--- config.mk ---
export PLATFORM = sky130hd
export DESIGN_NAME = max_min_stream
export DESIGN_NICKNAME = d
export VERILOG_FILES = /design/src/rtl/max_min_pkg.sv /design/src/rtl/max_min_better.sv /design/src/rtl/max_min_stream.sv
export SDC_FILE = /design/constraint.sdc
export NUM_CORES = 1
export LEC_CHECK = 0
export BUFFER_PORTS_ARGS = -buffer_cell sky130_fd_sc_hd__buf_2
export CORE_UTILIZATION = 53
export CTS_CLUSTER_SIZE = 14
export DETAILED_ROUTE_END_ITERATION = 12
export GPL_TIMING_DRIVEN = 0
export PLACE_DENSITY_LB_ADDON = 0.2
export SLEW_MARGIN = 30
export SYNTH_ARGS = -nofsm -noshare
export SYNTH_HDL_FRONTEND = slang
export SYNTH_SLANG_ARGS = --single-unit
export TNS_END_PERCENT = 100
--- constraint.sdc ---
create_clock -name clk -period 2.7 [get_ports clk]
set_clock_uncertainty 0.1 [all_clocks]
set_input_delay 0 -clock clk [delete_from_list [all_inputs] [get_ports clk]]
set_output_delay 0 -clock clk [all_outputs]
set_load 0.005 [all_outputs]
--- src/rtl/max_min_pkg.sv ---
// Shared constants for the max/min streaming tracker: FSM states and ranking modes.
package max_min_pkg;

  localparam int unsigned STATE_W = 1;

  // Frame collection and result-hold states
  localparam logic [STATE_W-1:0] ACC  = 1'b0;
  localparam logic [STATE_W-1:0] HOLD = 1'b1;

  // Ranking direction
  localparam logic MODE_MAX = 1'b0;
  localparam logic MODE_MIN = 1'b1;

endpackage

--- src/rtl/max_min_better.sv ---
// Strict "better than" comparator: greater in MODE_MAX, smaller in MODE_MIN; ties never win.
module max_min_better
  import max_min_pkg::*;
#(
  parameter int unsigned WIDTH = 4
) (
  input  logic             mode,
  input  logic [WIDTH-1:0] cand,
  input  logic [WIDTH-1:0] ref_val,
  output logic             better
);

  assign better = (mode == MODE_MIN) ? (cand < ref_val) : (cand > ref_val);

endmodule

--- src/rtl/max_min_stream.sv ---
// Tracks the best and second-best samples of a framed stream and presents them
// with their beat indices and a saturating beat count once the frame closes.
module max_min_stream
  import max_min_pkg::*;
#(
  parameter int unsigned WIDTH = 4,
  parameter int unsigned CNT_W = 8
) (
  input  logic             clk,
  input  logic             rst,
  input  logic             mode,
  input  logic [WIDTH-1:0] in_data,
  input  logic             in_valid,
  input  logic             in_last,
  output logic             in_ready,
  output logic [WIDTH-1:0] out_best1,
  output logic [WIDTH-1:0] out_best2,
  output logic [CNT_W-1:0] out_idx1,
  output logic [CNT_W-1:0] out_idx2,
  output logic [CNT_W-1:0] out_count,
  output logic             out_has2,
  output logic             out_ovf,
  output logic             out_valid,
  input  logic             out_ready
);

  localparam logic [CNT_W-1:0] CNT_MAX = {CNT_W{1'b1}};

  logic [STATE_W-1:0] state, state_nxt;

  logic [WIDTH-1:0] best1, best1_nxt;
  logic [WIDTH-1:0] best2, best2_nxt;
  logic [CNT_W-1:0] idx1, idx1_nxt;
  logic [CNT_W-1:0] idx2, idx2_nxt;
  logic [CNT_W-1:0] count, count_nxt;
  logic             has2, has2_nxt;
  logic             ovf, ovf_nxt;
  logic             mode_q, mode_nxt;

  logic beat;
  logic first;
  logic eff_mode;
  logic better1;
  logic better2;

  assign beat     = in_valid & in_ready;
  // count is never zero once a frame has a beat, so it doubles as the frame-start flag
  assign first    = (count == '0);
  assign eff_mode = first ? mode : mode_q;

  max_min_better #(.WIDTH(WIDTH)) u_cmp1 (
    .mode    (eff_mode),
    .cand    (in_data),
    .ref_val (best1),
    .better  (better1)
  );

  max_min_better #(.WIDTH(WIDTH)) u_cmp2 (
    .mode    (eff_mode),
    .cand    (in_data),
    .ref_val (best2),
    .better  (better2)
  );

  // State register plus registered handshake flags
  always_ff @(posedge clk or posedge rst) begin
    if (rst) begin
      state     <= ACC;
      in_ready  <= 1'b1;
      out_valid <= 1'b0;
    end else begin
      state     <= state_nxt;
      in_ready  <= (state_nxt == ACC);
      out_valid <= (state_nxt == HOLD);
    end
  end

  // Next-state decode
  always_comb begin
    state_nxt = state;
    case (state)
      ACC:     if (beat && in_last) state_nxt = HOLD;
      HOLD:    if (out_ready)       state_nxt = ACC;
      default: state_nxt = ACC;
    endcase
  end

  // Tracker update: insert the beat into the two ranked slots, clear on result handoff
  always_comb begin
    best1_nxt = best1;
    best2_nxt = best2;
    idx1_nxt  = idx1;
    idx2_nxt  = idx2;
    count_nxt = count;
    has2_nxt  = has2;
    ovf_nxt   = ovf;
    mode_nxt  = mode_q;

    if (state == HOLD && out_ready) begin
      best1_nxt = '0;
      best2_nxt = '0;
      idx1_nxt  = '0;
      idx2_nxt  = '0;
      count_nxt = '0;
      has2_nxt  = 1'b0;
      ovf_nxt   = 1'b0;
      mode_nxt  = MODE_MAX;
    end else if (beat) begin
      if (count == CNT_MAX) begin
        ovf_nxt = 1'b1;
      end else begin
        count_nxt = count + CNT_W'(1);
      end

      if (first) begin
        mode_nxt  = mode;
        best1_nxt = in_data;
        idx1_nxt  = '0;
        best2_nxt = '0;
        idx2_nxt  = '0;
        has2_nxt  = 1'b0;
      end else if (better1) begin
        best2_nxt = best1;
        idx2_nxt  = idx1;
        best1_nxt = in_data;
        idx1_nxt  = count;
        has2_nxt  = 1'b1;
      end else if (!has2 || better2) begin
        best2_nxt = in_data;
        idx2_nxt  = count;
        has2_nxt  = 1'b1;
      end
    end
  end

  always_ff @(posedge clk or posedge rst) begin
    if (rst) begin
      best1  <= '0;
      best2  <= '0;
      idx1   <= '0;
      idx2   <= '0;
      count  <= '0;
      has2   <= 1'b0;
      ovf    <= 1'b0;
      mode_q <= MODE_MAX;
    end else begin
      best1  <= best1_nxt;
      best2  <= best2_nxt;
      idx1   <= idx1_nxt;
      idx2   <= idx2_nxt;
      count  <= count_nxt;
      has2   <= has2_nxt;
      ovf    <= ovf_nxt;
      mode_q <= mode_nxt;
    end
  end

  assign out_best1 = best1;
  assign out_best2 = best2;
  assign out_idx1  = idx1;
  assign out_idx2  = idx2;
  assign out_count = count;
  assign out_has2  = has2;
  assign out_ovf   = ovf;

endmodule

* Yosys cells after proc, flatten, opt, wreduce, memory -nomap -nowiden
Index checks and enable logic that the tools add are counted.
** Storage, ports and cells
- Bits in read-only memories :: 0
- RAM bits :: 0
- Latch bits :: 0
- Register bits after elaboration :: 37
- Memories kept :: 0
- Input bits :: 10
** Operators by class
- Add/sub/neg operators :: 1
- Div/mod/pow operators :: 0
- Reduce and logical (&&, ||, !) cells :: 13
- $mul :: 0
- Eq/ne operators :: 2
- Bitwise operators :: 3
- Multiplexer cells :: 37
- Shifts and indexed selects :: 0
- $lt $le $gt $ge :: 4
** Operators by type and width (number)
- 2-to-1 mux 8 bit :: 12
- 2-to-1 mux 4 bit :: 9
- 2-to-1 mux 1 bit :: 15
- adder 8 x 1 -> 8 bit, second input constant :: 1
- equality test 8 bit, second input constant :: 1
- greater-than comparator 4 bit :: 2
- zero test 8 bit :: 1
- < comparator 4 bit :: 2
- AND reduction 2 bit :: 4
- nonzero test 2 bit :: 2
- nonzero test 4 bit :: 1
- nonzero test 3 bit :: 1
- logical AND 1 bit :: 2
- inequality test 2 bit, second input constant :: 1
- inverter 1 bit :: 2
- case mux 1 bit (2 select lines) :: 1
- AND 1 bit :: 1
- zero test 1 bit :: 1
- logical OR 1 bit :: 1

* Longest topological paths before layout
Gate-level depths: netlist of the first run.
- Depth after elaboration :: 9
- Mapped depth :: 9
- Mapped depth without buffers :: 8

* Modules after synthesis
A second synthesis of the first run with hierarchy kept.
** Second synthesis, totals
- Cells, all modules :: 187
- Area, all modules :: 2082.0 sq um
** Modules (own cells, without submodules)
- max_min_stream :: area an instance 1851.8 sq um, instances 1, cells each 157
- max_min_better :: area an instance 115.1 sq um, instances 2, cells each 15

* Least setup slack after synthesis of the first run
Ideal clock, no wire load.
- Path type :: reg2reg
- Start :: register count[0] (netlist: out_count[0])
- End :: register best2[0] (netlist: out_best2[0])
- Arrival time :: 2.166 ns
- Required time :: 2.473 ns
- Period minus slack after synthesis :: 2.393 ns
- Stages on the path, launching flop included :: 10
- Setup time :: 0.127 ns
- Slack :: 0.307 ns
- Cells stage by stage :: dfrtp_1 > inv_1 > ha_1 > nor4b_2 > nand2_1 > mux2i_4 > mux2i_1 > buf_2 > mux2i_1 > o22ai_2
** On the way
- Cells in the longest elaborated chain, start to end :: 7
- Elaborated cells on any way between the ends :: 11
** RTL lines
- from (decl) :: line max_min_stream.sv:35 : logic [CNT_W-1:0] count, count_nxt;
- from (signal assigned) :: line max_min_stream.sv:151 : count <= count_nxt;
- zero test 8 bit * :: line max_min_stream.sv:48 : assign first = (count == '0);
- 2-to-1 mux 1 bit
- 2-to-1 mux 1 bit :: line max_min_better.sv:13 : assign better = (mode == MODE_MIN) ? (cand < ref_val) : (cand > ref_val);
- 2-to-1 mux 4 bit :: line max_min_stream.sv:122 : end else if (better1) begin
- 2-to-1 mux 4 bit :: line max_min_stream.sv:115 : if (first) begin
- 2-to-1 mux 4 bit :: line max_min_stream.sv:108 : end else if (beat) begin
- 2-to-1 mux 4 bit :: line max_min_stream.sv:99 : if (state == HOLD && out_ready) begin
- to (signal assigned) :: line max_min_stream.sv:148 : best2 <= best2_nxt;
- to (decl) :: line max_min_stream.sv:32 : logic [WIDTH-1:0] best2, best2_nxt;
Mark *: on every way between the ends. The rest lies on a longest branch, timed or not. The select of a mux whose other input is x is not followed.
A chain may end at the register's enable or synchronous reset.

* Worst setup path after layout of the first run
Ends and elaborated chain as after synthesis.

==> qor.csv, run 1 <==
stage;metric;value;unit
synth;YS warnings;0;
route;antenna viol nets, final;0;
route;Routed WL;4450;µm
worst_setup_path;reg2reg setup slack;140;ps
placement;count of input and output buffers;45;
synth;Synth top area share;45.8;%
synth;syn_area_per_cell;10.9;µm²
final_layout;Finished Layout Cells;285;
worst_setup_path;WP data arrival;2630;ps
worst_setup_path;Crit path largest cell delay;470;ps
placement;placed cells;271;
clock_network;Sink Count;37;
sta;fin crit share;94.8;%
worst_setup_path;CP cell instances;inv_1, ha_1, nor4b_2, nand2_1, mux2i_4, mux2i_2, buf_6, mux2i_1, o22ai_2;
clock_network;clock slew at reported path FFs;80;ps
clock_network;maximum root-to-sink buffer count;2;
floorplan;Ports;46;
synth;Post-Synth XOR/XNOR Area;3.12;%
sta;# setup viols final;0;
synth;synthesized area;0.00197;mm²
worst_setup_path;worst path required time;2780;ps
global_route;number of global-route vias before repair;1560;
sta;worst-margin pin slew;766;ps
sta;setup_tns;0;ps
worst_setup_path;Max stage delay cell, worst path;dfrtp_1;
final_layout;area delta synth->final;24.8;%
clock_network;CTS H-tree depth;2;
route;routed vias/inst;5.56;
placement;Placer Congestion;0.811;
route;drt first pass iters;4;
sta;Peak Freq;391;MHz
sta;Hold Fails Final Rpt;0;
floorplan;die width;62.9;µm
route;DR DRC count;0;
final_layout;share of layout cells above drive strength 1;32.6;%
synth;cell taking the most area after synthesis;dfrtp_1;
synth;Mapped Cells;180;
final_layout;Finished Core Util;71.3;%
power;leak pwr;1.24;nW
power;worst vdd ir;0.672;mV
synth;Simple-Gate Fraction of Synth Area;10.5;%
synth;Yosys cell types;37;
synth;Top FF cell, synth;dfrtp_1;
global_route;Total GRT Usage;24.4;%
flow_run;max cap viols;0;
synth;ys async rst share;100;%
final_layout;fin nets;258;
synth;adder-cell share of the synthesized area;6.37;%
sta;Max-slew headroom;48.9;%
worst_hold_path;HP Class;input port to register;
final_layout;Design Area, Final;0.00245;mm²
worst_setup_path;CP Capture Type;register;
worst_setup_path;critical path class;register to register;
route;drt initial violations;71;
clock_network;Clock Tree Root;clkbuf_8;
synth;EDFF count, synth;0;
floorplan;die area;0.00396;mm²
final_layout;antenna diode count;0;
global_route;largest net degree at the start of global routing;38;
synth;most common cell in the netlist;dfrtp_1;
floorplan;Starting Density;57.1;%
synth;part of the Yosys area used for sequential elements;47.2;%
placement;Post-DP Area;0.00225;mm²
synth;top cells by area, synth;dfrtp_1 46%, mux2i_1 6.6%, ha_1 6.4%;
worst_setup_path;Startpoint Class;register;
global_route;global-route wire length before repair;7420;µm
synth;post-synthesis register bit count;37;
power;pwr dens;1060;mW/mm²
sta;min cycle time layout;2560;ps
final_layout;filler instances;271;
floorplan;Std-Cell Rows;21;
floorplan;core area;0.00344;mm²
outcome;status;complete, no violations;
sta;Pins Over Slew Limit;0;
synth;largest family of logic cells by synthesized area;compound AO/OA/AOI/OAI gates;
worst_setup_path;Worst Path Max Fanout;10;
synth;Mapped Nets;200;
route;post-DR wirelength/cell;15.6;µm
clock_network;clock insertion delay at the later pin of the skew report;290;ps
route;vias;1586;
floorplan;die height;62.9;µm
synth;post-synthesis mux area share;7.77;%
global_route;initial antenna violation count;0;
global_route;remaining global-route overflow;0;
synth;Compound-Gate Fraction of Synth Area;18.9;%
clock_network;CTS tree;yes;
clock_network;number of CTS-inserted buffers;5;
synth;Post-synth top cells;36 x dfrtp_1, 21 x inv_1, 14 x nor2_1;
placement;HPWL after DPL;3150;µm
-- kinds of logic after synthesis --
kind of cell             count (synthesis)
multiplexers                            14
flip-flops                              37
AND/OR/NAND/NOR                         39
adder cells (fa/ha/maj)                 10
buffers and inverters                   29
XOR/XNOR                                 7
AO/OA/AOI/OAI                           44
-- where the power goes --
| part | internal (mW) | leakage, nW | switching [mW] |
|---|---|---|---|
| clock network | 0.276 | 0.0543 | 0.208 |
| logic | 0.576 | 0.688 | 0.719 |
| registers | 0.702 | 0.498 | 0.122 |
| total | 1.55 | 1.24 | 1.05 |
-- repair_timing --
item	in CTS	in global routing
hold endpoints to repair	46	0
gates resized for setup	1	6
cloned	0	0
setup buffers	0	0
hold buffers	6	0
setup endpoints to repair	4	22
pin swaps	0	1
-- cell usage in the layout, fill, tap and decap left out, drive strengths merged, types with 3 or more instances in the layout --
| master | netlist | final |
|---|---|---|
| a21oi | 6 | 6 |
| a22o | 10 | 10 |
| and4 | 3 | 3 |
| buf | 5 | 49 |
| clkbuf | 3 | 9 |
| dfrtp | 36 | 36 |
| dlygate4sd3 | 0 | 6 |
| ha | 10 | 10 |
| inv | 21 | 21 |
| mux2i | 14 | 14 |
| nand2 | 9 | 9 |
| nand3 | 3 | 3 |
| nand4 | 3 | 3 |
| nor2 | 14 | 14 |
| o22ai | 13 | 13 |
| xor2 | 6 | 6 |
-- cell type report --
class / count / area (µm²) / share of cell area [%]
Timing Repair Buffer: 51 / 285 / 11.6
Multi-Input combinational cell: 114 / 938 / 38.2
Clock buffer: 5 / 68.8 / 2.80
Sequential cell: 37 / 927 / 37.8
Buffer: 8 / 51.3 / 2.09
Clock inverter: 3 / 46.3 / 1.89
Tap cell: 46 / 57.6 / 2.35
Inverter: 21 / 78.8 / 3.21
-- layer usage --
metal	vias to the layer above	GRT usage, %	routed length [µm]
met1	774	31.0	2000
met2	48	41.0	2190
li1	756	-	-
met3	8	5.29	200
met4	0	7.85	53
met5	-	0	0
-- worst max-delay path: cells and delay by family (launching register included) --
| kind | cells | cell delay, ps |
|---|---|---|
| AOI/OAI and AO/OA | 1 | 90 |
| muxes | 3 | 950 |
| DFF | 1 | 470 |
| buffers and inverters | 2 | 330 |
| adders and majority gates | 1 | 210 |
| and+or+nand+nor | 2 | 300 |
-- worst paths after layout --
check                        startpoint      endpoint  cells past startpoint
max in group asynchronous           rst      out_has2                      3
min                                mode        mode_q                      3
min reg2reg                     out_ovf       out_ovf                      2
min in group asynchronous           rst   out_idx2[4]                      3
max                        out_count[0]  out_best2[0]                      9
max reg2reg                out_count[0]  out_best2[0]                      9
-- sequential cells by signal, summed over array words and instances (netlist names) --
signal / flops
out_idx2: 8
out_best2: 4
out_best1: 4
state: 1
in_ready: 1
out_count: 8
mode_q: 1
out_ovf: 1
out_idx1: 8
out_has2: 1
-- metrics by stage --
| step | power (mW) | hold WS [ps] | worst slack, ps |
|---|---|---|---|
| finish | 2.60 | 96.2 | 141 |
| detailed placement | 2.06 | 85.7 | 2.17 |
| global placement | 1.99 | 153 | 89.3 |
| CTS | 2.56 | 90.9 | 82.3 |
| floorplan | 1.71 | 32.6 | 307 |
| global route | 2.76 | 92.8 | -1.35 |
Power figures use the tool's default switching activity.
==> inputs of run 2 (changes only) <==
--- a/config.mk
+++ b/config.mk
@@ -6,7 +6,9 @@
 export NUM_CORES = 1
 export LEC_CHECK = 0
 export BUFFER_PORTS_ARGS = -buffer_cell sky130_fd_sc_hd__buf_2
-export CORE_UTILIZATION = 53
+export CELL_PAD_IN_SITES_DETAIL_PLACEMENT = 0
+export CELL_PAD_IN_SITES_GLOBAL_PLACEMENT = 1
+export CORE_UTILIZATION = 41
 export CTS_CLUSTER_SIZE = 14
 export DETAILED_ROUTE_END_ITERATION = 12
 export GPL_TIMING_DRIVEN = 0
==> run 2 against run 1 <==
Compared with the run above:
- the flow now finishes with violations (DRC)
- non-clock buffer count up 1
- final cell count is 2.5% higher
- global-route usage fell by 6.1 points
- clock power is 3% higher
- utilization down 16 points
- die area increased by 28%
- count of clock-buffer cells in the layout up 2
- register-to-register slack about the same
- critical path type unchanged
- critical endpoint is now out_idx2[0]
==> qor.csv, run 2 (synthesis results as in run 1) <==
stage;metric;value;unit;change
global_route;Total GRT Usage;18.3;%;was 24.4%
route;post-DR wirelength/cell;14.6;µm;was 15.6 µm
worst_setup_path;worst path required time;2770;ps;was 2780 ps
clock_network;Sink Count;37;;unchanged
clock_network;CTS tree;yes;;unchanged
clock_network;clock insertion delay at the later pin of the skew report;290;ps;about the same
global_route;initial antenna violation count;0;;unchanged
final_layout;area delta synth->final;26.4;%;was 24.8%
final_layout;filler instances;406;;was 271
power;clock share of power;19.0;%;was 18.6%
sta;Pins Over Slew Limit;0;;unchanged
worst_setup_path;WP data arrival;2620;ps;was 2630 ps
floorplan;die height;71.2;µm;was 62.9 µm
route;DR DRC count;2;;was 0
route;Routed WL;4270;µm;was 4450 µm
global_route;number of global-route vias before repair;1437;;was 1560
sta;final setup margin;148;ps;was 141 ps
power;power share of the sequential group;31.4;%;was 31.6%
sta;Max-slew headroom;59.1;%;was 48.9%
floorplan;Std-Cell Rows;24;;was 21
power;switching share of total power;39.3;%;was 40.3%
placement;Placement Setup Slack;-5.45;ps;was 2.17 ps
clock_network;Clock Tree Root;clkbuf_8;;unchanged
sta;Peak Freq;392;MHz;was 391 MHz
sta;min cycle time layout;2550;ps;was 2560 ps
floorplan;die width;71.2;µm;was 62.9 µm
placement;count of input and output buffers;45;;unchanged
floorplan;Ports;46;;unchanged
clock_network;CTS H-tree depth;2;;unchanged
placement;Placer Congestion;0.734;;was 0.811
worst_setup_path;Max stage delay cell, worst path;dfrtp_1;;unchanged
worst_setup_path;most frequent CP cell;mux2i_4;;
sta;fin crit share;94.5;%;was 94.8%
final_layout;commonest non-fill, non-tap cell in the layout;buf_2;;unchanged
route;drt initial violations;41;;was 71
placement;Post-DP Area;0.00228;mm²;was 0.00225 mm²
worst_setup_path;critical path class;register to register;;unchanged
final_layout;Finished Core Util;55.5;%;was 71.3%
global_route;global-route wire length before repair;7090;µm;was 7420 µm
worst_setup_path;Startpoint Class;register;;unchanged
floorplan;core area;0.00447;mm²;was 0.00344 mm²
final_layout;fin nets;259;;was 258
worst_setup_path;CP cell instances;inv_1, ha_1, nor4b_2, nand2_1, mux2i_4, mux2i_4, buf_6, mux2i_2, o22ai_2;;was inv_1, ha_1, nor4b_2, nand2_1, mux2i_4, mux2i_2, buf_6, mux2i_1, o22ai_2
worst_setup_path;Worst Path Max Fanout;10;;unchanged
sta;# setup viols final;0;;unchanged
worst_setup_path;Crit path largest cell delay;500;ps;was 470 ps
route;vias;1503;;was 1586
global_route;remaining global-route overflow;0;;unchanged
global_route;largest net degree at the start of global routing;25;;was 38
clock_network;number of CTS-inserted buffers;5;;unchanged
outcome;failing checks;DRC;;
power;NetSw;1.03;mW;was 1.05 mW
clock_network;clock slew at reported path FFs;70;ps;was 80 ps
outcome;status;complete, but fails checks;;was complete, no violations
worst_hold_path;HP Class;input port to register;;unchanged
final_layout;antenna diode count;0;;unchanged
power;pwr dens;1060;mW/mm²;about the same
floorplan;Starting Density;43.9;%;was 57.1%
floorplan;die area;0.00508;mm²;was 0.00396 mm²
final_layout;share of layout cells above drive strength 1;32.1;%;was 32.6%
power;Int Pwr;1.59;mW;was 1.55 mW
power;worst vdd ir;0.481;mV;was 0.672 mV
route;drt first pass iters;8;;was 4
sta;worst-margin pin slew;605;ps;was 766 ps
worst_setup_path;CP Capture Type;register;;unchanged
final_layout;Design Area, Final;0.00248;mm²;was 0.00245 mm²
power;Comb pwr share;49.5;%;was 49.7%
final_layout;most frequent cells in the layout;47 x buf_2, 36 x dfrtp_1, 20 x inv_1;;unchanged
clock_network;postcts setup bufs;0;;unchanged
sta;Hold Fails Final Rpt;0;;unchanged
clock_network;maximum root-to-sink buffer count;2;;unchanged
power;leak pwr;1.25;nW;was 1.24 nW
route;antenna viol nets, final;0;;unchanged
route;routed vias/inst;5.15;;was 5.56
flow_run;max cap viols;0;;unchanged
placement;HPWL after DPL;3090;µm;was 3150 µm
run 2: area by class of cell:
class | instances | area (µm²) | area share [%]
Inverter | 21 | 78.8 | 3.17
Buffer | 8 | 51.3 | 2.07
Tap cell | 52 | 65.1 | 2.62
Clock buffer | 7 | 86.3 | 3.48
Multi-Input combinational cell | 114 | 940 | 37.8
Timing Repair Buffer | 52 | 305 | 12.3
Clock inverter | 1 | 30.0 | 1.21
Sequential cell | 37 | 927 | 37.3
run 2: worst paths after layout:
kind | start | to | depth (start not counted) | slack, ps
min | mode | mode_q | 3 | 90
max in group asynchronous | rst | in_ready | 4 | 1880
min in group asynchronous | rst | out_idx2[5] | 3 | 110
max reg2reg | out_count[0] | out_idx2[0] | 9 | 150
min reg2reg | out_ovf | out_ovf | 2 | 400
max | out_count[0] | out_idx2[0] | 9 | 150
run 2: power by group through the flow:
stage	clock (mW)	sequential, mW	combinational [mW]
2_1_floorplan	0	0.828	0.877
3_3_place_gp	0	0.831	1.21
3_5_place_dp	0	0.834	1.22
4_1_cts	0.509	0.823	1.24
5_1_grt	0.534	0.850	1.44
6_report	0.499	0.825	1.30
run 2: metrics by stage:
stage          hold slack [ps]  std cells  power, mW  setup TNS (ps)
6_report                  93.1        292       2.63               0
5_1_grt                    129        292       2.82            -320
4_1_cts                   80.9        292       2.57               0
3_5_place_dp              -120        278       2.05           -5.45
3_3_place_gp               163        277       2.04           -36.2
2_1_floorplan             32.6        180       1.71               0
run 2: what timing repair did:
item | 4_1_cts | 5_1_grt
hold buffers | 6 | 0
endpoints found under the setup margin | 5 | 18
resized for setup | 1 | 6
endpoints found under the hold margin | 46 | 0
run 2: worst max-delay path: cells and delay by family, from the launching register on:
| family | cells | cell delay (ps) |
|---|---|---|
| multiplexers | 3 | 950 |
| AND/OR/NAND/NOR | 2 | 290 |
| flip-flops | 1 | 500 |
| adder cells (fa/ha/maj) | 1 | 210 |
| AO/OA/AOI/OAI | 1 | 80 |
| buffers and inverters | 2 | 310 |
run 2: layer usage:
layer	track usage [%]	up-vias	part of all wire [%]
li1	-	758	-
met4	6.00	0	1.3
met2	26.3	33	44
met1	26.9	705	50
met3	4.64	7	3.9
met5	0	-	0
